**src/rtl/uart_tx_nbyte.sv**
```systemverilog
// uart_tx_nbyte
// UART transmitter that sends an N-byte word as back-to-back 8N(P)S frames.
// Byte 0 (data[7:0]) goes first, each byte LSB first. The word is captured on a
// valid && ready handshake, so the source may change data while the frame is sent.
// All outputs are registered; they are loaded from next-state values so that txd,
// ready and busy change on the same clock edge as the state register.

module uart_tx_nbyte #(
    parameter int CLKS_PER_BIT = 10416,
    parameter int NUM_BYTES    = 2,
    parameter int PARITY       = 0,
    parameter int STOP_BITS    = 1
) (
    input  logic                   clock,
    input  logic                   reset,
    input  logic [8*NUM_BYTES-1:0] data,
    input  logic                   valid,
    output logic                   ready,
    output logic                   txd,
    output logic                   busy,
    output logic                   done
);

    localparam int WORD_W = 8 * NUM_BYTES;
    localparam int CNT_W  = $clog2(CLKS_PER_BIT);
    localparam int BYTE_W = (NUM_BYTES > 1) ? $clog2(NUM_BYTES) : 1;

    localparam logic [CNT_W-1:0]  CNT_MAX   = CNT_W'(CLKS_PER_BIT - 1);
    localparam logic [CNT_W-1:0]  CNT_ZERO  = {CNT_W{1'b0}};
    localparam logic [CNT_W-1:0]  CNT_ONE   = CNT_W'(1);
    localparam logic [BYTE_W-1:0] BYTE_ZERO = {BYTE_W{1'b0}};
    localparam logic [BYTE_W-1:0] BYTE_ONE  = BYTE_W'(1);
    localparam logic [BYTE_W-1:0] LAST_BYTE = BYTE_W'(NUM_BYTES - 1);
    localparam logic [2:0]        LAST_STOP = 3'(STOP_BITS - 1);

    localparam logic [2:0] ST_IDLE  = 3'd0;
    localparam logic [2:0] ST_START = 3'd1;
    localparam logic [2:0] ST_DATA  = 3'd2;
    localparam logic [2:0] ST_PAR   = 3'd3;
    localparam logic [2:0] ST_STOP  = 3'd4;

    // Parity of one byte: even parity is the XOR of the bits, odd is its inverse.
    function automatic logic parity_bit(input logic [7:0] b);
        if (PARITY == 2) begin
            return ~(^b);
        end else begin
            return ^b;
        end
    endfunction

    logic [2:0]        state_r, state_s;
    logic [CNT_W-1:0]  cnt_r, cnt_s;
    logic [2:0]        bit_r, bit_s;
    logic [BYTE_W-1:0] byte_r, byte_s;
    logic [WORD_W-1:0] word_r, word_s;
    logic [7:0]        cur_byte_s;
    logic              done_s;
    logic              txd_s;
    logic              tick_s;

    assign tick_s = (cnt_r == CNT_MAX);

    // Next-state logic: baud counter, bit/byte indices, shift buffer and FSM.
    always_comb begin
        state_s = state_r;
        bit_s   = bit_r;
        byte_s  = byte_r;
        word_s  = word_r;
        done_s  = 1'b0;

        if (state_r == ST_IDLE) begin
            cnt_s = CNT_ZERO;
        end else if (tick_s) begin
            cnt_s = CNT_ZERO;
        end else begin
            cnt_s = cnt_r + CNT_ONE;
        end

        case (state_r)
            ST_IDLE: begin
                if (valid && ready) begin
                    word_s  = data;
                    byte_s  = BYTE_ZERO;
                    bit_s   = 3'd0;
                    state_s = ST_START;
                end else begin
                    state_s = ST_IDLE;
                end
            end
            ST_START: begin
                if (tick_s) begin
                    bit_s   = 3'd0;
                    state_s = ST_DATA;
                end else begin
                    state_s = ST_START;
                end
            end
            ST_DATA: begin
                if (tick_s) begin
                    if (bit_r == 3'd7) begin
                        bit_s   = 3'd0;
                        state_s = (PARITY != 0) ? ST_PAR : ST_STOP;
                    end else begin
                        bit_s = bit_r + 3'd1;
                    end
                end else begin
                    state_s = ST_DATA;
                end
            end
            ST_PAR: begin
                if (tick_s) begin
                    bit_s   = 3'd0;
                    state_s = ST_STOP;
                end else begin
                    state_s = ST_PAR;
                end
            end
            ST_STOP: begin
                if (tick_s) begin
                    if (bit_r == LAST_STOP) begin
                        bit_s = 3'd0;
                        if (byte_r != LAST_BYTE) begin
                            // Next byte moves into the low 8 bits of the buffer.
                            byte_s  = byte_r + BYTE_ONE;
                            word_s  = word_r >> 4'd8;
                            state_s = ST_START;
                        end else begin
                            done_s  = 1'b1;
                            state_s = ST_IDLE;
                        end
                    end else begin
                        bit_s = bit_r + 3'd1;
                    end
                end else begin
                    state_s = ST_STOP;
                end
            end
            default: begin
                state_s = ST_IDLE;
            end
        endcase
    end

    assign cur_byte_s = word_s[7:0];

    // Line level for the upcoming cycle, derived from the next state.
    always_comb begin
        case (state_s)
            ST_IDLE:  txd_s = 1'b1;
            ST_START: txd_s = 1'b0;
            ST_DATA:  txd_s = cur_byte_s[bit_s];
            ST_PAR:   txd_s = parity_bit(cur_byte_s);
            ST_STOP:  txd_s = 1'b1;
            default:  txd_s = 1'b1;
        endcase
    end

    // State and output registers with synchronous active-high reset.
    always_ff @(posedge clock) begin
        if (reset) begin
            state_r <= ST_IDLE;
            cnt_r   <= CNT_ZERO;
            bit_r   <= 3'd0;
            byte_r  <= BYTE_ZERO;
            word_r  <= {WORD_W{1'b0}};
            txd     <= 1'b1;
            ready   <= 1'b1;
            busy    <= 1'b0;
            done    <= 1'b0;
        end else begin
            state_r <= state_s;
            cnt_r   <= cnt_s;
            bit_r   <= bit_s;
            byte_r  <= byte_s;
            word_r  <= word_s;
            txd     <= txd_s;
            ready   <= (state_s == ST_IDLE);
            busy    <= (state_s != ST_IDLE);
            done    <= done_s;
        end
    end

endmodule

```
**config.mk**
```make
export PLATFORM = sky130hd
export DESIGN_NAME = uart_tx_nbyte
export DESIGN_NICKNAME = d
export VERILOG_FILES = /design/src/rtl/uart_tx_nbyte.sv
export SDC_FILE = /design/constraint.sdc
export NUM_CORES = 1
export LEC_CHECK = 0
export CAP_MARGIN = 10
export CORE_MARGIN = 2
export CORE_UTILIZATION = 35
export CTS_CLUSTER_DIAMETER = 80
export DETAILED_ROUTE_END_ITERATION = 7
export PLACE_DENSITY_LB_ADDON = 0.15
export SYNTH_ARGS = -nofsm -noshare
export SYNTH_HDL_FRONTEND = slang
export SYNTH_SLANG_ARGS = --single-unit
```
**constraint.sdc**
```tcl
create_clock -name clock -period 4 [get_ports clock]
set_clock_uncertainty 0.15 [all_clocks]
set_input_delay 0.8 -clock clock [delete_from_list [all_inputs] [get_ports clock]]
set_output_delay 0.8 -clock clock [all_outputs]
set_load 0.02 [all_outputs]
```
==> results of run 1 <==
## worst paths after layout
| kind | slack [ns] | to | from |
|---|---|---|---|
| max reg2reg | 0.77 | txd | cnt_r[0] |
| max | 0.77 | txd | cnt_r[0] |
| min | 0.32 | word_r[10] | word_r[10] |
| min reg2reg | 0.32 | word_r[10] | word_r[10] |
## where the power goes
group	internal, mW	leakage [nW]	switching (mW)
clock	0.124	0.0385	0.147
sequential	0.425	0.334	0.0121
combinational	0.0633	0.463	0.0617
## cell families after synthesis
kind of cell / share of synthesized area [%]
adder cells (fa/ha/maj): 2.381
AO/OA/AOI/OAI: 14.29
XOR/XNOR: 7.500
flip-flops: 39.05
buffers and inverters: 4.166
multiplexers: 2.024
AND/OR/NAND/NOR: 30.59
## worst max-delay path: cells and delay by family (launching register included)
kind | cells | cell delay [ns]
AND/OR/NAND/NOR | 4 | 1.42
XOR/XNOR | 3 | 0.54
AO/OA/AOI/OAI | 2 | 0.40
flip-flops | 1 | 0.38
adder cells (fa/ha/maj) | 1 | 0.22
## layout make-up
cell class,instances,share of cell area [%]
Clock buffer,7,3.115
Clock inverter,1,0.3064
Inverter,4,0.6129
Multi-Input combinational cell,185,48.72
Sequential cell,41,33.50
Tap cell,75,3.830
Timing Repair Buffer,25,9.908
## sequential cells by signal, indices dropped and copies added (netlist names), 3 cells and up
name	cells
state_r	3
cnt_r	14
bit_r	3
word_r	16
## cells in the mapped netlist, types with 4 or more instances
library cell | n | area (um^2)
dfxtp_1 | 41 | 820.8
nor2_1 | 28 | 105.1
nand2_1 | 22 | 82.58
a21oi_1 | 17 | 85.08
nand3_1 | 15 | 75.07
xnor2_1 | 9 | 78.83
xor2_1 | 9 | 78.83
a221oi_1 | 8 | 70.07
o21ai_0 | 7 | 35.03
and2_1 | 6 | 37.54
buf_2 | 5 | 25.02
nor2b_1 | 5 | 31.28
or3_1 | 5 | 31.28
ha_1 | 4 | 50.05
inv_1 | 4 | 15.01
nand4_1 | 4 | 25.02
## layer usage
| metal | vias up | wire [um] |
|---|---|---|
| met5 | - | 0 |
| met4 | 0 | 37 |
| met3 | 4 | 225 |
| met2 | 36 | 2134 |
| met1 | 806 | 2309 |
| li1 | 898 | - |
==> out/results.tsv, run 1 <==
stage	metric	value	unit
run_status	outcome	finished clean	
grt	initial antenna violation count	0	
logic_synthesis	Post-Syn Instances	242	
logic_synthesis	asr flop ratio synth	0	%
final_layout	final non-filler cell area	0.002450	mm^2
final_layout	fin cells	338	
cts	TritonCTS clock tree	yes	
grt	M1 GR Usage	21.68	%
critical_path	worst stage delay on the critical path	0.69	ns
final_layout	Layout Utilization	41.87	%
floorplan	Die Height	81.50	um
critical_path	critical path launch point type	flip-flop	
grt	met3 Use GR	3.846	%
floorplan	die area	0.006641	mm^2
cts	Clk Latency, worst-skew pair	0.29	ns
placement	DP Area	0.002366	mm^2
cts	post-CTS sizing	0	
logic_synthesis	syn_nets	265	
cts	clock tree root driver cell	clkbuf_8	
logic_synthesis	register bit total from synthesis	41	
placement	RePlAce Congestion	0.7637	
cts	Clock Pin Slew Worst Setup and Hold Paths	0.08	ns
sta	final worst slack	0.7699	ns
detailed_routing	Pre-antenna DRT Iters	4	
detailed_routing	drt via density	5.160	
logic_synthesis	YS warnings	0	
grt	Total GRT Usage	15.70	%
cts	Clock Sinks	41	
placement	buffers added on ports	22	
logic_synthesis	top_reg_cell synth	dfxtp_1	
sta	relative slew slack	51.46	%
sta	count of final setup violators	0	
sta	final period utilization	80.75	%
sta	setup TNS	0	ns
logic_synthesis	Post-synth EDFFs	0	
power_and_ir_drop	VDD IR max	0.0001186	V
critical_path	Top cell by count, worst path	xnor2_1	
critical_path	Crit Path Class	flip-flop to flip-flop	
grt	GR peak layer	met2	
detailed_routing	final WL	4706	um
logic_synthesis	Avg Cell Area, Syn	8.686	um^2
cts	Clock Tree Buf Depth	2	
cts	# hold bufs at CTS	0	
flow_run	MaxCap Viol Count	0	
final_layout	FF+latch area	820.8	um^2
grt	total grt overflow	0	
hold_path	Worst Hold Depth	2	
final_layout	layout cell share with drive strength beyond 1	9.125	%
grt	met2 GRT Util	24.51	%
sta	worst slew pin tran	0.7227	ns
grt	vias in the first global route	1675	
detailed_routing	drt wl/cell	13.92	um
sta	hold slack	0.3211	ns
detailed_routing	Routed Antenna Nets	0	
floorplan	starting density of the core	35.93	%
final_layout	area of the multi-input gates	0.001194	mm^2
critical_path	Data required, critical path	4.03	ns
detailed_routing	routed via count	1744	
power_and_ir_drop	pwr dens	339.7	mW/mm^2
power_and_ir_drop	Static Leak	0.8351	nW
final_layout	P&R area growth vs syn	16.55	%
cts	buffers inserted by post-CTS timing repair	0	
detailed_routing	drt drc	0	
critical_path	crit-path cells	ha_1 -> and4_4 -> nand4_2 -> nor4_4 -> a221oi_1 -> xnor2_1 -> xnor2_1 -> xnor2_1 -> o22ai_1 -> or3_1	
final_layout	Fillers	589	
detailed_routing	Starting DRT DRC Count	116	
critical_path	slowest CP cell	nor4_4	
logic_synthesis	Synth cell types	51	
grt	largest net degree at the start of global routing	17	
logic_synthesis	Post-Syn Area	0.002102	mm^2
final_layout	most frequent cells in the layout	41 x dfxtp_1, 28 x nor2_1, 22 x nand2_1, 22 x clkdlybuf4s50_1, 17 x a21oi_1	
floorplan	die width	81.50	um
placement	Inst Count DP	330	
final_layout	number of diodes	0	
critical_path	Worst setup EP type	flip-flop	
sta	RSZ-0062 raised after global routing	no	
sta	Final Critical Period	3.230	ns
placement	Place WS	0.4961	ns
cts	CTS buffer count	5	
sta	Fmax	0.3096	GHz
sta	Final Hold Viols	0	
critical_path	critical path peak fanout	12	
critical_path	Worst EP arrival	3.26	ns
logic_synthesis	register area share after synthesis	39.05	%
sta	Slew Viols, Final	0	
critical_path	depth of the most critical reg-to-reg path	10	
final_layout	leading cell type in the layout, fill and taps excluded	dfxtp_1	
hold_path	min-delay worst type	flip-flop to flip-flop	
final_layout	Layout Nets	285	
floorplan	Placeable Area	0.005851	mm^2
grt	first-pass GRT wire length	7983	um
power_and_ir_drop	Overall Power	0.8321	mW
floorplan	I/O pin cnt	23	
floorplan	row cnt	28	
cts	H-tree depth reported by CTS	2	
placement	post-DP HPWL	3392	um
No activity file was read; power rests on OpenSTA's default activity.
==> run 2: changes to the inputs <==
clock period = 2.7 ns   (was 4 ns; I/O delays follow)
==> out/results.tsv, run 2 (synthesized netlist as in run 1, its figures left out) <==
stage	metric	value	unit	change
critical_path	crit-path cells	ha_4 -> and4_4 -> nand4_1 -> or4_4 -> a31oi_4 -> and4b_1 -> or4_4 -> a21oi_2 -> or3_1		
sta	Final Critical Period	2.756	ns	-0.4736 ns
sta	relative slew slack	70.31	%	+19 points
critical_path	delay-heaviest family, CP	simple AND/OR/NAND/NOR gates		
floorplan	Placeable Area	0.005851	mm^2	unchanged
cts	Clk Latency, worst-skew pair	0.30	ns	about the same
power_and_ir_drop	Overall Power	1.354	mW	+63%
sta	RSZ-0062 raised after global routing	yes		
detailed_routing	Pre-antenna DRT Iters	4		unchanged
critical_path	Worst setup EP type	flip-flop		
detailed_routing	drt drc	0		unchanged
critical_path	critical path peak fanout	5		-7
detailed_routing	final WL	5075	um	+7.8%
sta	final worst slack	-0.05647	ns	-0.8264 ns
critical_path	Data required, critical path	2.72	ns	-1.31 ns
cts	# hold bufs at CTS	0		unchanged
final_layout	number of diodes	0		unchanged
final_layout	P&R area growth vs syn	41.90	%	
critical_path	worst stage delay on the critical path	0.58	ns	-0.11 ns
sta	count of final setup violators	1		+1
floorplan	die width	81.50	um	unchanged
sta	Fmax	0.3628	GHz	+17%
cts	Clock Pin Slew Worst Setup and Hold Paths	0.08	ns	about the same
flow_run	MaxCap Viol Count	0		unchanged
final_layout	leading cell type in the layout, fill and taps excluded	buf_4		
floorplan	die area	0.006641	mm^2	unchanged
final_layout	layout cell share with drive strength beyond 1	28.53	%	+19 points
cts	TritonCTS clock tree	yes		
critical_path	Worst EP arrival	2.78	ns	-0.48 ns
final_layout	Layout Nets	334		+17%
cts	clock tree root driver cell	clkbuf_8		
power_and_ir_drop	Static Leak	1.115	nW	+33%
placement	Place WS	-0.3559	ns	-0.8520 ns
cts	Clock Tree Buf Depth	2		unchanged
run_status	outcome	finished, violations left		
grt	total grt overflow	0		unchanged
detailed_routing	Starting DRT DRC Count	45		-61%
sta	Slew Viols, Final	0		unchanged
grt	initial antenna violation count	0		unchanged
final_layout	fin cells	387		+14%
critical_path	CP bufs+invs	0		unchanged
final_layout	Layout Utilization	50.98	%	+9.1 points
placement	Inst Count DP	374		+13%
critical_path	Top cell by count, worst path	or4_4		
sta	final period utilization	102.1	%	+21 points
floorplan	starting density of the core	35.93	%	unchanged
run_status	failing checks	setup timing		
critical_path	Crit Path Class	flip-flop to flip-flop		
floorplan	I/O pin cnt	23		unchanged
cts	Clock Sinks	41		unchanged
floorplan	Die Height	81.50	um	unchanged
detailed_routing	routed via count	1920		+10%
sta	Final Hold Viols	0		unchanged
grt	vias in the first global route	1930		+15%
placement	RePlAce Congestion	0.8131		+6.5%
final_layout	largest reg by FF count	word_r		
cts	CTS buffer count	5		unchanged
placement	post-DP HPWL	3790	um	+12%
placement	buffers added on ports	22		unchanged
detailed_routing	Routed Antenna Nets	0		unchanged
detailed_routing	drt via density	4.961		-3.8%
power_and_ir_drop	pwr dens	453.9	mW/mm^2	+34%
floorplan	row cnt	28		unchanged
grt	largest net degree at the start of global routing	15		-2
hold_path	min-delay worst type	flip-flop to flip-flop		
power_and_ir_drop	VDD IR max	0.0002305	V	+94%
cts	H-tree depth reported by CTS	2		unchanged
detailed_routing	drt wl/cell	13.11	um	-5.8%
critical_path	slowest CP cell	or4_4		
critical_path	critical path launch point type	flip-flop		
grt	Total GRT Usage	16.75	%	+1.1 points
grt	first-pass GRT wire length	8535	um	+6.9%
final_layout	Largest regs	word_r (16), cnt_r (14)		
final_layout	number of flip-flops under the largest register name	16		unchanged
final_layout	most frequent cells in the layout	49 x buf_4, 39 x dfxtp_1, 28 x nor2_1		
sta	worst slew pin tran	0.4443	ns	-0.2784 ns
## run 2: per-layer routing
layer | global-route usage, % | routed length, um | up-vias
li1 | - | - | 985
met1 | 21.48 | 2509 | 897
met2 | 27.70 | 2320 | 31
met3 | 3.736 | 167 | 7
met4 | 5.763 | 78 | 0
met5 | 0 | 0 | -
## run 2: final cells by class
type | instances | area, um^2
well taps | 75 | 93.84
clock inverters | 1 | 8.758
clock buffers | 7 | 96.34
flip-flops and latches | 41 | 823.3
multi-input cells | 185 | 1306
repair buffers | 74 | 639.4
fillers | 538 | 2868
inverters | 4 | 15.01
## run 2: final timing paths
| path | start | to | slack, ns | depth (start not counted) |
|---|---|---|---|---|
| worst max-delay path | cnt_r[0] | txd | -0.06 | 9 |
| worst max register to register | cnt_r[0] | txd | -0.06 | 9 |
| worst min-delay path | word_r[10] | word_r[10] | 0.33 | 2 |
| worst min register to register | word_r[10] | word_r[10] | 0.33 | 2 |
## run 2: tightest hold or removal path: cells and delay by family, from the launching register on
kind | cells | cell delay (ns)
simple gates | 1 | 0.06
flops | 1 | 0.32
compound gates | 1 | 0.06
## run 2: metrics by stage
stage          hold WS [ns]  setup TNS [ns]  area, um^2
2_1_floorplan        0.2805               0        2102
3_3_place_gp         0.3160         -0.3271        2709
3_5_place_dp         0.3177         -0.3559        2709
4_1_cts              0.3297        -0.06853        2873
5_1_grt              0.3682         -0.2022        2983
6_report             0.3291        -0.05647        2983
## run 2: timing repair
item	4_1_cts	5_1_grt
pin swaps	7	9
setup endpoints to repair	1	1
gates resized for setup	10	11
buffers inserted	2	3
## run 2: where the power goes
group	total (mW)	switching [mW]	internal, mW	leakage, nW
Clock	0.453	0.217	0.236	0.0549
Combinational	0.251	0.112	0.140	0.725
Sequential	0.649	0.0195	0.630	0.334
